==> config.mk <==
export PLATFORM = sky130hd
export DESIGN_NAME = mem_access_ctrl
export DESIGN_NICKNAME = d
export VERILOG_FILES = /design/src/rtl/mem_access_ctrl.sv
export SDC_FILE = /design/constraint.sdc
export NUM_CORES = 1
export LEC_CHECK = 0
export BUFFER_PORTS_ARGS = -buffer_cell sky130_fd_sc_hd__buf_4
export CAP_MARGIN = 20
export CORE_MARGIN = 4
export CORE_UTILIZATION = 51
export DETAILED_ROUTE_END_ITERATION = 16
export PLACE_DENSITY = 0.85
export SLEW_MARGIN = 10
export SYNTH_ARGS = -nofsm -noshare
export SYNTH_HDL_FRONTEND = slang
export SYNTH_SLANG_ARGS = --single-unit
==> constraint.sdc <==
create_clock -name clk -period 8.2 [get_ports clk]
set_clock_uncertainty 0.05 [all_clocks]
set_input_delay 1.23 -clock clk [delete_from_list [all_inputs] [get_ports clk]]
set_output_delay 1.23 -clock clk [all_outputs]
set_load 0.005 [all_outputs]
==> src/rtl/mem_access_ctrl.sv <==
// Memory-stage request controller: takes one load/store at a time from execute,
// drives the LSU's AR/R/AW/W/B channels and hands the result to write-back.
module mem_access_ctrl #(
    parameter int ADDR_W = 32,
    parameter int DATA_W = 32
) (
    input  logic              clk,
    input  logic              rst,

    input  logic              in_valid,
    output logic              in_ready,
    input  logic [ADDR_W-1:0] in_addr,
    input  logic [DATA_W-1:0] in_wdata,
    input  logic              in_is_load,
    input  logic              in_is_store,
    input  logic [2:0]        in_mtype,

    output logic              out_valid,
    input  logic              out_ready,
    output logic [DATA_W-1:0] out_rdata,
    output logic              out_err,

    output logic [ADDR_W-1:0] araddr,
    output logic [2:0]        mrtypeM,
    output logic              arvalid,
    input  logic              arready,
    input  logic [DATA_W-1:0] rdata,
    input  logic              rresp,
    input  logic              rvalid,
    output logic              rready,

    output logic [ADDR_W-1:0] awaddr,
    output logic              awvalid,
    input  logic              awready,
    output logic [DATA_W-1:0] wdata,
    output logic [3:0]        wstrb,
    output logic              wvalid,
    input  logic              wready,
    input  logic              bresp,
    input  logic              bvalid,
    output logic              bready
);

    typedef enum logic [2:0] {
        IDLE,
        RD_ADDR,
        RD_DATA,
        WR_REQ,
        WR_RESP,
        DONE
    } state_t;

    state_t            state_q;
    logic              inReady_q;
    logic [ADDR_W-1:0] addr_q;
    logic [2:0]        mtype_q;
    logic [DATA_W-1:0] laneData_q;
    logic [3:0]        strb_q;
    logic              arvalid_q;
    logic              rready_q;
    logic              awvalid_q;
    logic              wvalid_q;
    logic              bready_q;
    logic              awDone_q;
    logic              wDone_q;
    logic              outValid_q;
    logic              outErr_q;
    logic [DATA_W-1:0] outRdata_q;

    logic              misaligned_d;
    logic [3:0]        strb_d;
    logic [DATA_W-1:0] laneData_d;
    logic              accept;
    logic              awFire;
    logic              wFire;
    logic              awDone_d;
    logic              wDone_d;

    assign accept   = in_valid & inReady_q;
    assign awFire   = awvalid_q & awready;
    assign wFire    = wvalid_q & wready;
    assign awDone_d = awDone_q | awFire;
    assign wDone_d  = wDone_q | wFire;

    // Alignment and store lane formatting are decided from the raw request so
    // the bus-facing registers are ready the cycle after acceptance.
    always_comb begin
        misaligned_d = 1'b0;
        strb_d       = 4'b1111;
        laneData_d   = in_wdata;
        if (in_is_load) begin
            case (in_mtype)
                3'd1, 3'd4: misaligned_d = in_addr[0];
                3'd2:       misaligned_d = (in_addr[1:0] != 2'b00);
                default:    misaligned_d = 1'b0;
            endcase
        end else if (in_is_store) begin
            case (in_mtype)
                3'd0: begin
                    strb_d     = 4'b0001 << in_addr[1:0];
                    laneData_d = {4{in_wdata[7:0]}};
                end
                3'd1: begin
                    misaligned_d = in_addr[0];
                    strb_d       = 4'b0011 << in_addr[1:0];
                    laneData_d   = {2{in_wdata[15:0]}};
                end
                default: misaligned_d = (in_addr[1:0] != 2'b00);
            endcase
        end
    end

    always_ff @(posedge clk or posedge rst) begin
        if (rst) begin
            state_q    <= IDLE;
            inReady_q  <= 1'b1;
            addr_q     <= '0;
            mtype_q    <= '0;
            laneData_q <= '0;
            strb_q     <= '0;
            arvalid_q  <= 1'b0;
            rready_q   <= 1'b0;
            awvalid_q  <= 1'b0;
            wvalid_q   <= 1'b0;
            bready_q   <= 1'b0;
            awDone_q   <= 1'b0;
            wDone_q    <= 1'b0;
            outValid_q <= 1'b0;
            outErr_q   <= 1'b0;
            outRdata_q <= '0;
        end else begin
            case (state_q)
                IDLE: begin
                    if (accept) begin
                        addr_q     <= in_addr;
                        mtype_q    <= in_mtype;
                        laneData_q <= laneData_d;
                        strb_q     <= strb_d;
                        inReady_q  <= 1'b0;
                        if (misaligned_d || !(in_is_load || in_is_store)) begin
                            state_q    <= DONE;
                            outValid_q <= 1'b1;
                            outErr_q   <= misaligned_d;
                            outRdata_q <= '0;
                        end else if (in_is_load) begin
                            state_q   <= RD_ADDR;
                            arvalid_q <= 1'b1;
                        end else begin
                            state_q   <= WR_REQ;
                            awvalid_q <= 1'b1;
                            wvalid_q  <= 1'b1;
                            awDone_q  <= 1'b0;
                            wDone_q   <= 1'b0;
                        end
                    end
                end
                RD_ADDR: begin
                    if (arready) begin
                        state_q   <= RD_DATA;
                        arvalid_q <= 1'b0;
                        rready_q  <= 1'b1;
                    end
                end
                RD_DATA: begin
                    if (rvalid) begin
                        state_q    <= DONE;
                        rready_q   <= 1'b0;
                        outValid_q <= 1'b1;
                        outRdata_q <= rdata;
                        outErr_q   <= rresp;
                    end
                end
                WR_REQ: begin
                    // AW and W complete independently; either may finish first.
                    if (awFire) awvalid_q <= 1'b0;
                    if (wFire)  wvalid_q  <= 1'b0;
                    awDone_q <= awDone_d;
                    wDone_q  <= wDone_d;
                    if (awDone_d && wDone_d) begin
                        state_q  <= WR_RESP;
                        bready_q <= 1'b1;
                        awDone_q <= 1'b0;
                        wDone_q  <= 1'b0;
                    end
                end
                WR_RESP: begin
                    if (bvalid) begin
                        state_q    <= DONE;
                        bready_q   <= 1'b0;
                        outValid_q <= 1'b1;
                        outRdata_q <= '0;
                        outErr_q   <= bresp;
                    end
                end
                DONE: begin
                    if (out_ready) begin
                        state_q    <= IDLE;
                        outValid_q <= 1'b0;
                        inReady_q  <= 1'b1;
                    end
                end
                default: begin
                    state_q    <= IDLE;
                    inReady_q  <= 1'b1;
                    arvalid_q  <= 1'b0;
                    rready_q   <= 1'b0;
                    awvalid_q  <= 1'b0;
                    wvalid_q   <= 1'b0;
                    bready_q   <= 1'b0;
                    outValid_q <= 1'b0;
                end
            endcase
        end
    end

    assign in_ready  = inReady_q;
    assign out_valid = outValid_q;
    assign out_rdata = outRdata_q;
    assign out_err   = outErr_q;
    assign araddr    = addr_q;
    assign mrtypeM   = mtype_q;
    assign arvalid   = arvalid_q;
    assign rready    = rready_q;
    assign awaddr    = addr_q;
    assign awvalid   = awvalid_q;
    assign wdata     = laneData_q;
    assign wstrb     = strb_q;
    assign wvalid    = wvalid_q;
    assign bready    = bready_q;

endmodule

==> results.yml, run 1 <==
run_status:
  status: "complete, no violations"
die:
  fp.coreArea_mm2: 0.0109
  num_rows: 38
  io_pins: 255
  dieArea_mm2: 0.0131
  die_h_um: 114
  die_width_um: 114
  start_util_pct: 52.7
power:
  power_density_mw_per_mm2: 374
  peakVddDrop_v: 0.000212
  leakagePower_nw: 4.55
final_layout:
  area_delta_synth_final_pct: 40.3
  register_area_mm2: 0.00290
  diodes: 0
  layout-drive-gt1-share_pct: 43.3
  multiInputGateArea_mm2: 0.00240
  finalNetCount: 938
  n_fill_cell: 807
yosys:
  syn_area_per_cell_um2: 9.34
  synthesis.nets: 729
  yosys_warnings: 0
  ys_seq_area_share_pct: 50.4
  yosys_register_bits: 116
  yosysTopAreaCellShare_pct: 49.9
  synth_area_leaders: "dfrtp_1 (50%), nand2_1 (11%), and3_2 (6.1%), a211o_1 (4.7%), buf_4 (4.3%)"
  synthCells: 617
  synth_cell_types: 53
  synth_top_area_cell: "dfrtp_1"
  netlist_area_mm2: 0.00577
global_routing:
  grt_pass1_vias: 5445
  grt_antenna_before_repair: 0
  grt-ovfl-total: 0
  grt_pass1_wl_mm: 27.5
  grt_usage_pct: 26.4
  grt_max_degree: 80
timing:
  worst_slack_ns: 5.35
  grt_setup_unrepaired: "false"
  fin_tns_setup_ns: 0
  setup_viol: 0
  worstMarginPinSlew_ns: 0.851
  hold_viol_final: 0
  maxSlewHeadroom_pct: 43.3
  finalCriticalPeriod_ns: 2.85
  clock.fmax_mhz: 351
  slew_violations: 0
  finalCritPeriodShare_pct: 34.8
clock_tree:
  root_buffer: "clkbuf_16"
  hold_buffers: 0
  cts_tree: "done"
  clockBufferDepth: 2
  clkSinkCount: 116
  cts_setup_buffers: 0
  cts_made_buffers: 17
  cts-resized-gates: 0
  htree_levels: 4
  clkTransAtPathRegs_ns: 0.06
  clk_latency_ns: 0.41
setup_path:
  required_ns: 8.44
  crit_type: "in2reg"
  slowest_delay_ns: 0.37
  critical_path_arrival_ns: 3.09
  crit_top_cell: "buf_4"
  cp_slowest_cell: "a211o_2"
  critPathTopFamily: "compound AO/OA/AOI/OAI gates"
  critPathBufInv: 3
  cp-start-kind: "input pin"
  end_kind: "flip-flop"
  critPathMaxFanout: 34
  path_cells: "buf_4, nand2_1, o211a_1, nor4_4, buf_4, o21ai_2, buf_4, a211o_2"
route:
  drt-total-wl_mm: 17.4
  viasPerCell: 5.56
  route.detailed.drc: 0
  antenna_left: 0
  firstDrtPassIters: 5
  vias: 5440
  drtIter0Drc: 423
  wl_per_cell_um: 17.8
hold_path:
  hold_path_class: "reg2reg"
job:
  drv_cap: 0
placed_design:
  place_ws_ns: 4.97
  gp_congestion: 0.876
  dpl.hpwl_mm: 12.1
  port_buffers: 254
[cells in the mapped netlist, drive strengths merged]
cell type / n
o41ai: 1
o22ai: 1
a211oi: 11
a311oi: 2
o211ai: 3
nor4b: 1
nor2b: 10
a21oi: 9
a21bo: 1
and3b: 1
mux2: 1
and3: 64
mux2i: 2
nand2: 174
a32o: 1
nor4bb: 1
nor4: 1
a32oi: 1
o22a: 2
nand3: 2
and4bb: 1
or3: 2
o21ai: 12
a31oi: 11
o2bb2ai: 1
and2b: 1
nor2: 35
buf: 38
dfstp: 1
and4b: 2
o31ai: 16
a211o: 34
dfrtp: 115
a2bb2oi: 2
or4b: 1
clkbuf: 35
nor3: 5
inv: 7
a22oi: 1
or2: 1
o211a: 2
o21a: 4
nand2b: 1
[layout make-up]
type / count / area share (%)
clock inverter: 13 / 1.87
inverter: 7 / 0.356
multi-input combinational: 421 / 29.7
clock buffer: 19 / 5.60
timing repair buffer: 263 / 24.4
tap: 140 / 2.17
sequential: 116 / 35.9
[where the power goes]
group	leakage, nW	switching, W	total [W]	internal [W]
Sequential	1.47	0.000207	0.00104	0.000832
Combinational	2.81	0.000589	0.00125	0.000657
Clock	0.282	0.000275	0.000743	0.000467
[layer usage]
layer | vias to the layer above | wire [um] | track usage (%)
met5 | - | 0 | 0
met4 | 0 | 566 | 11.6
met3 | 42 | 1310 | 6.18
met2 | 246 | 8870 | 44.9
met1 | 2636 | 6650 | 32.0
li1 | 2516 | - | -
[final timing paths]
path	to	depth (start not counted)	from	slack, ns
setup / recovery	out_rdata[31]$_DFFE_PP0P_	8	in_valid	5.35
hold / removal	wdata[15]$_DFFE_PP0P_	2	wdata[15]$_DFFE_PP0P_	0.43
setup reg to reg	out_rdata[31]$_DFFE_PP0P_	8	state_q[2]$_DFFE_PP0P_	5.36
hold reg to reg	wdata[15]$_DFFE_PP0P_	2	wdata[15]$_DFFE_PP0P_	0.43
max in group asynchronous	araddr[3]$_DFFE_PP0P_	3	rst	5.95
min in group asynchronous	out_rdata[28]$_DFFE_PP0P_	2	rst	0.86
[through the flow]
| stage | instance area [um^2] | instances | hold slack [ns] | util [%] | power, W |
|---|---|---|---|---|---|
| 2_1_floorplan | 5770 | 617 | 0.413 | - | 0.00170 |
| 6_report | 8090 | 979 | 0.426 | 74.0 | 0.00303 |
| 3_3_place_gp | 7490 | 947 | 0.407 | 68.5 | 0.00222 |
| 4_1_cts | 8090 | 979 | 0.429 | 74.0 | 0.00304 |
| 3_5_place_dp | 7490 | 947 | 0.415 | 68.5 | 0.00229 |
| 5_1_grt | 8090 | 979 | 0.447 | 74.0 | 0.00322 |
[kinds of logic after synthesis]
| group | share of synthesized area [%] |
|---|---|
| AO/OA/AOI/OAI | 15.3 |
| buffers and inverters | 8.25 |
| flip-flops | 50.4 |
| multiplexers | 0.543 |
| AND/OR/NAND/NOR | 25.6 |
[registers in the layout (all words and copies together), names as in the netlist]
signal,flops
arvalid,1
awvalid,1
wDone_q,1
mrtypeM,3
wdata,32
awDone_q,1
out_err,1
wvalid,1
wstrb,4
bready,1
araddr,32
out_rdata,32
out_valid,1
rready,1
state_q,3
in_ready,1
[layout by cell type, fill, tap and decap left out, drive strengths merged, types with 2 or more instances in the layout]
cell	Yosys	routed
buf	38	263
nand2	174	174
dfrtp	115	115
and3	64	64
nor2	35	35
a211o	34	34
clkbuf	35	19
o31ai	16	16
o21ai	12	12
a211oi	11	11
a31oi	11	11
nor2b	10	10
a21oi	9	9
inv	7	9
clkinv	0	5
nor3	5	5
o21a	4	4
clkinvlp	0	4
o211ai	3	3
o211a	2	2
mux2i	2	2
o22a	2	2
and4b	2	2
a2bb2oi	2	2
bufinv	0	2
or3	2	2
nand3	2	2
a311oi	2	2
[worst reg2reg max path, stage by stage, from the launching register on]
cell and delay (ns):
dfrtp_1 0.59, buf_4 0.41, nor2_1 0.13, o211a_1 0.20, nor4_4 0.26, buf_4 0.34
o21ai_2 0.10, buf_4 0.25, a211o_2 0.39
(Power assumes the default switching activity.)
==> run 2, diff against run 1 <==
Settings changed: CORE_UTILIZATION 51 to 48, PLACE_DENSITY 0.85 to 0.81.
Clock period 8.2 ns to 2.8 ns, I/O delays scaled along.
==> run 2 against run 1 <==
  * First-iteration DRC count rose by 0.47%
  * Final area rose by 0.62%
  * Worst hold slack got worse by 0.28 ns
  * Die area rose by 5.8%
  * Worst setup slack got worse by 4.9 ns
  * Total power rose to 2.9 times the previous value
  * Final cell count rose by 0.82%
  * Register-to-register slack got worse by 4.9 ns
  * Largest cell class unchanged
  * Largest power group unchanged
  * Highest routed layer unchanged
==> results.yml, run 2 (synthesis results as in run 1) <==
run_status:
  status: "complete, no violations"
timing:
  hold_viol_final: 0
  worst_slack_ns: 0.458
  finalCriticalPeriod_ns: 2.34
  maxSlewHeadroom_pct: 50.1
  worstMarginPinSlew_ns: 0.749
  clock.fmax_mhz: 427
  slew_violations: 0
  setup_viol: 0
  finalCritPeriodShare_pct: 83.6
  fin_tns_setup_ns: 0
  grt_setup_unrepaired: "false"
clock_tree:
  clk_latency_ns: 0.40
  hold_buffers: 1
  root_buffer: "clkbuf_16"
  cts_setup_buffers: 0
  clkSinkCount: 116
  cts_tree: "done"
  htree_levels: 4
  cts-resized-gates: 0
  clkTransAtPathRegs_ns: 0.05
  cts_made_buffers: 17
  clockBufferDepth: 2
route:
  viasPerCell: 5.46
  vias: 5389
  route.detailed.drc: 0
  drt-total-wl_mm: 17.5
  antenna_left: 0
  drtIter0Drc: 425
  firstDrtPassIters: 6
  wl_per_cell_um: 17.7
power:
  peakVddDrop_v: 0.000543
  power_density_mw_per_mm2: 1080
  leakagePower_nw: 4.59
setup_path:
  critPathMaxFanout: 38
  critical_path_arrival_ns: 2.58
  critPathBufInv: 1
  crit_type: "reg2reg"
  critPathTopFamily: "compound AO/OA/AOI/OAI gates"
  cp-start-kind: "flip-flop"
  end_kind: "flip-flop"
  path_cells: "buf_4, or3_1, a311oi_2, a211oi_1, mux2_2"
  cp.depth: 5
  required_ns: 3.04
  r2r_slack_ns: 0.46
  slowest_delay_ns: 0.53
  cp_slowest_cell: "dfrtp_1"
  reg2reg_depth: 5
global_routing:
  grt_pass1_wl_mm: 28.4
  grt-ovfl-total: 0
  grt_max_degree: 79
  grt_pass1_vias: 5441
  grt_antenna_before_repair: 0
  grt_usage_pct: 25.1
die:
  dieArea_mm2: 0.0138
  num_rows: 39
  die_h_um: 118
  start_util_pct: 49.9
  fp.coreArea_mm2: 0.0116
  die_width_um: 118
  io_pins: 255
final_layout:
  area_delta_synth_final_pct: 41.2
  layout.cells.most_common: "buf_4"
  final_cell_mix: "buf_4 (264), nand2_1 (174), dfrtp_1 (115)"
  finalNonFillerCells: 987
  n_fill_cell: 892
  multiInputGateArea_mm2: 0.00240
  layout-drive-gt1-share_pct: 42.9
  diodes: 0
  register_area_mm2: 0.00290
  finalNetCount: 943
placed_design:
  place_ws_ns: 0.437
  dpl.hpwl_mm: 12.6
  post-place-cells: 954
  gp_congestion: 0.868
  port_buffers: 254
hold_path:
  hold_path_class: "in2reg"
  hold_depth: 3
job:
  drv_cap: 0
[run 2: cell count changes in the layout (fill, tap and decap cells not counted), sizes merged]
cell,delta
bufinv,-1
buf,+4
clkbuf,+9
dlygate4sd3,+1
inv,-3
clkinv,-2
clkinvlp,-3
[run 2: area by class of cell]
type | instances | area share, %
clock buffer | 28 | 6.47
tap | 143 | 2.20
inverter | 7 | 0.369
timing repair buffer | 268 | 25.2
multi-input combinational | 421 | 29.5
sequential | 116 | 35.7
clock inverter | 4 | 0.553
[run 2: metrics by stage]
step,instance area (um^2),hold slack (ns),total power [W],util (%)
after floorplan,5770,0.413,0.00497,-
after global placement,7560,0.359,0.00659,65.4
after detailed placement,7560,0.365,0.00674,65.4
after CTS,8140,0.136,0.00883,70.4
after global routing,8140,0.135,0.00935,70.4
final,8140,0.149,0.00876,70.4
[run 2: worst min-delay path: stages]
cell	delay, ns
buf_4	0.07
nand2_1	0.03
nand2_1	0.04
[run 2: worst paths after layout]
kind                                         from                      to
max in group asynchronous                     rst    in_ready$_DFFE_PP1P_
max                        state_q[1]$_DFFE_PP0P_     arvalid$_DFFE_PP0P_
min in group asynchronous                     rst   araddr[9]$_DFFE_PP0P_
min                                   in_addr[31]  araddr[31]$_DFFE_PP0P_
max reg2reg                state_q[1]$_DFFE_PP0P_     arvalid$_DFFE_PP0P_
min reg2reg                  wstrb[0]$_DFFE_PP0P_    wstrb[0]$_DFFE_PP0P_
[run 2: power breakdown]
group | total [W] | internal [W] | switching (W) | leakage, nW
registers | 0.00304 | 0.00244 | 0.000596 | 1.47
clock network | 0.00206 | 0.00136 | 0.000701 | 0.284
logic | 0.00367 | 0.00195 | 0.00171 | 2.84
[run 2: layer usage]
| layer | global-route usage [%] | part of all wire, % |
|---|---|---|
| met3 | 5.33 | 5.8 |
| met1 | 31.4 | 40 |
| met5 | 0 | 0 |
| met2 | 41.3 | 50 |
| met4 | 12.7 | 3.9 |
